--- src/rtl/dut_sweep_capture.sv ---
// Sweep driver and bit collector for a combinational DUT: drives each stimulus vector,
// walks the bit-select through every result bit and hands the rebuilt word to a valid/ready sink.
module dut_sweep_capture #(
  parameter int RESULT_WIDTH  = 32,
  parameter int SETTLE_CYCLES = 0
) (
  input  logic        clk,
  input  logic        reset,
  input  logic        start,
  input  logic [31:0] base_input,
  input  logic [15:0] vector_count,
  output logic        busy,
  output logic        done,
  output logic [31:0] dut_input,
  output logic [31:0] dut_signal_select,
  input  logic        dut_output,
  output logic        result_valid,
  input  logic        result_ready,
  output logic [31:0] result_data,
  output logic [31:0] result_input
);

  localparam int SEL_W = (RESULT_WIDTH > 1) ? $clog2(RESULT_WIDTH) : 1;

  typedef enum logic [1:0] {
    S_IDLE,
    S_SCAN,
    S_EMIT
  } state_t;

  state_t                  r_state;
  state_t                  w_state_nxt;
  logic [SEL_W-1:0]        r_sel;
  logic [3:0]              r_settle;
  logic [15:0]             r_remaining;
  logic [RESULT_WIDTH-1:0] r_shadow;
  logic [RESULT_WIDTH-1:0] w_shadow_nxt;
  logic [31:0]             r_dut_input;
  logic [31:0]             r_result_data;
  logic [31:0]             r_result_input;
  logic                    r_done;

  logic w_sample;
  logic w_last_bit;
  logic w_more;

  assign w_sample   = (r_state == S_SCAN) && (r_settle == 4'(SETTLE_CYCLES));
  assign w_last_bit = (r_sel == SEL_W'(RESULT_WIDTH - 1));
  assign w_more     = (r_remaining != 16'd1);

  // NOTE: every always_comb output gets a default first, so no latch is inferred.
  always_comb begin
    w_shadow_nxt        = r_shadow;
    w_shadow_nxt[r_sel] = dut_output;
  end

  always_comb begin
    w_state_nxt = r_state;
    case (r_state)
      S_IDLE:  if (start && (vector_count != 16'd0)) w_state_nxt = S_SCAN;
      S_SCAN:  if (w_sample && w_last_bit) w_state_nxt = S_EMIT;
      S_EMIT:  if (result_ready) w_state_nxt = w_more ? S_SCAN : S_IDLE;
      default: w_state_nxt = S_IDLE;
    endcase
  end

  // NOTE: sequential state uses non-blocking assignments only.
  always_ff @(posedge clk) begin
    if (reset) begin
      r_state        <= S_IDLE;
      r_sel          <= '0;
      r_settle       <= '0;
      r_remaining    <= '0;
      r_shadow       <= '0;
      r_dut_input    <= '0;
      r_result_data  <= '0;
      r_result_input <= '0;
      r_done         <= 1'b0;
    end else begin
      r_state <= w_state_nxt;
      r_done  <= 1'b0;
      case (r_state)
        S_IDLE: begin
          if (start) begin
            if (vector_count != 16'd0) begin
              r_dut_input <= base_input;
              r_sel       <= '0;
              r_settle    <= '0;
              r_remaining <= vector_count;
              r_shadow    <= '0;
            end else begin
              r_done <= 1'b1;
            end
          end
        end
        S_SCAN: begin
          if (w_sample) begin
            r_settle <= '0;
            r_shadow <= w_shadow_nxt;
            // The select parks on the last bit so it never leaves 0..RESULT_WIDTH-1.
            if (w_last_bit) begin
              r_result_data  <= 32'(w_shadow_nxt);
              r_result_input <= r_dut_input;
            end else begin
              r_sel <= r_sel + SEL_W'(1);
            end
          end else begin
            r_settle <= r_settle + 4'd1;
          end
        end
        S_EMIT: begin
          if (result_ready) begin
            r_remaining <= r_remaining - 16'd1;
            if (w_more) begin
              r_dut_input <= r_dut_input + 32'd1;
              r_sel       <= '0;
              r_settle    <= '0;
              r_shadow    <= '0;
            end else begin
              r_done <= 1'b1;
            end
          end
        end
        default: ;
      endcase
    end
  end

  assign busy              = (r_state != S_IDLE);
  assign done              = r_done;
  assign result_valid      = (r_state == S_EMIT);
  assign dut_input         = r_dut_input;
  assign dut_signal_select = 32'(r_sel);
  assign result_data       = r_result_data;
  assign result_input      = r_result_input;

endmodule

--- config.mk ---
export PLATFORM = sky130hd
export DESIGN_NAME = dut_sweep_capture
export DESIGN_NICKNAME = d
export VERILOG_FILES = /design/src/rtl/dut_sweep_capture.sv
export SDC_FILE = /design/constraint.sdc
export NUM_CORES = 1
export LEC_CHECK = 0
export CORE_MARGIN = 1.5
export CORE_UTILIZATION = 35
export DETAILED_ROUTE_END_ITERATION = 6
export PLACE_DENSITY = 0.66
export RECOVER_POWER = 25
export SETUP_SLACK_MARGIN = 0.05
export SLEW_MARGIN = 40
export SYNTH_ARGS = -nofsm -noshare
export SYNTH_HDL_FRONTEND = slang
export SYNTH_SLANG_ARGS = --single-unit
--- constraint.sdc ---
create_clock -name clk -period 2.4 [get_ports clk]
set_clock_uncertainty 0.2 [all_clocks]
set_input_delay 0.36 -clock clk [delete_from_list [all_inputs] [get_ports clk]]
set_output_delay 0.36 -clock clk [all_outputs]
set_load 0.02 [all_outputs]
==> impl_results.rst <==
.. list-table::
   :header-rows: 1

   * - Metric
     - Value
   * - Grt ovf
     - 0
   * - Number of iterations in the first detailed-routing pass
     - 4
   * - Setup crit end kind
     - output port
   * - Netlist area before placement
     - about 7800 µm²
   * - Total count of hold-check failures in the final report
     - 0
   * - Most common library cell in the layout ignoring fill and taps
     - sky130_fd_sc_hd__dfxtp_1
   * - Total placed instance area
     - roughly 9900 µm²
   * - Insertion delay of the later-clocked pin in the worst-skew pair
     - 0.43 ns
   * - Setup-failing EPs final
     - 0
   * - Die footprint
     - about 23000 µm²
   * - Seq cells post-synth
     - ~160
   * - Destination of the worst register-to-register timing path
     - result_input[16]$_SDFFE_PP0P_
   * - Worst R2R Start
     - r_sel[0]$_SDFFE_PP0P_
   * - Logic pwr share
     - 16.8%
   * - Area taken by multi-input logic gates
     - 4150 µm²
   * - Number of design rule violations left after detail routing
     - 0
   * - Synth warnings
     - 0
   * - Share of synthesized registers carrying an async set or reset
     - 0%
   * - Final layout net count
     - between 1000 and 1500
   * - Placed insts
     - between 1000 and 1500
   * - Mean Syn Cell Area
     - 8.34 µm²
   * - Critical hold path startpoint
     - result_input[25]$_SDFFE_PP0P_
   * - Switching part of the total power
     - 28.0%
   * - Sequence of cells on the critical path
     - clkdlybuf4s50_1
   * - Area of the core region
     - around 22000 µm²
   * - Clock root buffer master
     - sky130_fd_sc_hd__clkbuf_16
   * - Final weighted congestion in routability-driven placement
     - around 0.85
   * - Total Wirelength
     - ~23000 µm
   * - EDFF count, synth
     - 0
   * - Die Height
     - ~150 µm
   * - CP max stage cell
     - sky130_fd_sc_hd__clkdlybuf4s50_1
   * - Library cells used by synthesis
     - 78
   * - Clk slew on worst S/H paths
     - 0.06 ns
   * - Seq pwr share
     - between 40% and 50%
   * - Critical path launch point type
     - flop
   * - Vias
     - 7475
   * - Reported net switching power
     - 1850 µW
   * - Buffer levels on the longest clock path
     - 2
   * - Number of max-slew violations in the final report
     - 0
   * - Worst-case headroom to the max-slew limit
     - a little under 60%
   * - Post-detailed-route count of antenna-violating nets
     - 0
   * - Top Ports
     - 184
   * - HPWL after detailed placement
     - approximately 15000 µm
   * - First-pass GRT wire length
     - between 30000 and 40000 µm
   * - Final Cycle Share
     - ~94%
   * - CTS buffer count
     - 17
   * - Stages on worst setup path
     - 1
   * - Class of the tightest hold or removal check
     - reg2reg
   * - Layout area overhead
     - 35.8%
   * - Aggregate global-route resource usage
     - about a fifth
   * - Worst setup path class
     - reg2out
   * - Internal Power
     - ~4700 µW
   * - Maximum number of pins on one net before global-route repair
     - approximately 100
   * - Final core utilization
     - roughly 48%
   * - Leakage power
     - about 0.0041 µW
   * - Max Clock Freq
     - between 400 and 500 MHz
   * - Count of cells along the worst hold path
     - 2
   * - Worst slew pin tran
     - about 0.63 ns
   * - Top Family by Delay on Critical Path
     - buffers and inverters
   * - Worst EP arrival
     - around 1.7 ns
   * - Share of synthesized area occupied by flip-flops and latches
     - slightly above 40%
   * - Antenna violations before repair
     - 1
   * - Status
     - completed
   * - Vias in the first global route
     - ~7000
   * - H-tree level count
     - 4
   * - Fraction of layout cells with a size suffix above 1
     - 13.2%
   * - Top flip-flop cell by instance count after synthesis
     - sky130_fd_sc_hd__dfxtp_1
   * - Reported max-cap violation count
     - 0
   * - Largest fanout on the critical path
     - 10
   * - Die outline width
     - around 150 µm
   * - Combined flip-flop and latch cell area
     - ~3100 µm²
   * - Crit path buf inv count
     - 1
   * - Standard-cell row count
     - 54
   * - Number of cells produced by synthesis
     - a little over 900
   * - Peak supply drop
     - between 400 and 500 µV
   * - Initial detailed-routing violation count
     - 386
   * - Min cycle time layout
     - roughly 2.3 ns
   * - Power per standard cell area
     - between 600 and 700 nW/µm²
   * - Setup repair after global routing missed its margin
     - true
   * - Most frequent cells in the layout
     - sky130_fd_sc_hd__dfxtp_1 (154), sky130_fd_sc_hd__nand2_1 (150), sky130_fd_sc_hd__clkdlybuf4s50_1 (88)
   * - Hold worst-path end
     - result_input[25]$_SDFFE_PP0P_
   * - Slowest Stage Delay on Critical Path
     - slightly above 0.7 ns
   * - Flop-to-flop setup slack
     - approximately 0.18 ns
   * - Clock sink count
     - roughly 160
   * - Initial core utilization
     - 35.7%
   * - Port-buffer cells
     - between 150 and 200
   * - Post-route standard cell area excluding fillers
     - around 11000 µm²
   * - Vias per cell
     - between 5 and 6
   * - Number of cells on the worst reg-to-reg path
     - 8
   * - Final routed wire length divided by cell count
     - between 15 and 20 µm
   * - Required time reported for the critical path endpoint
     - about 1.8 ns
   * - Clock group share of total power
     - between 40 and 50%
   * - TritonCTS clock tree
     - built
   * - Total inserted antenna cells
     - 0
   * - Fill cell instance count of the final layout
     - about 2100
   * - Cell Count, Final, Fillers Out
     - between 1000 and 1500
[power groups by stage]
stage                     Combinational, µW  Sequential (µW)  Clock [µW]
after global placement                 1090             2830           0
after CTS                              1100             2770        2760
after floorplan                         613             2880           0
final                                  1110             2780        2700
after global routing                   1200             2790        2840
after detailed placement               1100             2830           0
[Yosys cell counts (all sizes together), types with 10 or more instances]
cell	number	share of area, %
dfxtp	156	40
a21oi	87	5.6
nand4	10	0.89
buf	51	4.8
mux2i	37	4.8
nor3	23	1.8
o2bb2ai	37	4.2
inv	11	0.53
nor4	15	1.5
nand2	151	7.3
nand3	29	1.9
ha	10	1.6
clkbuf	46	2.4
nor2	74	3.8
o21ai	41	2.7
a211oi	45	4.4
[routing by layer]
layer / up-vias / track usage, % / wire [µm]
li1: 3673 / - / -
met1: 3513 / 25.1 / 10300
met2: 261 / 31.1 / 10400
met3: 26 / 5.08 / 1650
met4: 2 / 4.76 / 306
met5: - / 0 / 9
[per-stage QoR]
stage | setup slack (ns) | total power [µW] | setup TNS (ns) | hold slack, ns
6_report | 0.145 | 6590 | 0 | 0.251
5_1_grt | 0.0385 | 6840 | 0 | 0.267
4_1_cts | 0.0992 | 6640 | 0 | 0.255
3_5_place_dp | -0.262 | 3930 | -16.69 | 0.246
3_3_place_gp | -0.228 | 3920 | -15.16 | 0.242
2_1_floorplan | 0.0705 | 3500 | 0 | 0.232
[logic make-up (layout without fill, tap and decap cells)]
kind of cell,count (synthesis),count (layout),synth area share [%]
xor gates and xnor gates,5,5,0.564
buffers and inverters,109,284,7.77
and+or+nand+nor,349,349,21.8
AOI/OAI and AO/OA,262,262,23.1
other,1,27,0.0483
DFF,156,156,40.2
adders and majority gates,10,10,1.61
muxes,38,38,4.92
[flip-flops by register name, summed over array words and instances (netlist names)]
register / count
r_remaining: 16
result_data: 32
done: 1
dut_input: 32
result_input: 32
r_sel: 5
r_settle: 4
r_shadow: 32
r_state: 2
[area by class of cell]
| class | count | area share (%) |
|---|---|---|
| clock inverter | 9 | 1.08 |
| timing repair buffer | 241 | 21.7 |
| sequential | 156 | 29.7 |
| multi-input combinational | 691 | 39.4 |
| inverter | 12 | 0.427 |
| clock buffer | 22 | 4.40 |
| tap | 280 | 3.32 |
[what timing repair did]
| item | CTS | global route |
|---|---|---|
| hold buffers | 0 | 0 |
| setup buffers | 0 | 6 |
| gates resized for setup | 2 | 4 |
| pin swaps | 0 | 3 |
| endpoints found under the setup margin | 2 | 77 |
| gates cloned | 0 | 1 |
[worst max-delay path by stage]
stage / from / endpoint
floorplan: dut_input[1]$_SDFFE_PP0P_ / dut_input[22]$_SDFFE_PP0P_
global placement: vector_count[3] / r_shadow[17]$_SDFFE_PP0P_
detailed placement: vector_count[3] / r_shadow[26]$_SDFFE_PP0P_
CTS: r_sel[0]$_SDFFE_PP0P_ / result_data[12]$_SDFFE_PP0P_
global route: r_remaining[2]$_SDFFE_PP0P_ / dut_input[18]$_SDFFE_PP0P_
finish: r_sel[4]$_SDFFE_PP0P_ / dut_signal_select[4]
(Power assumes the default switching activity.)
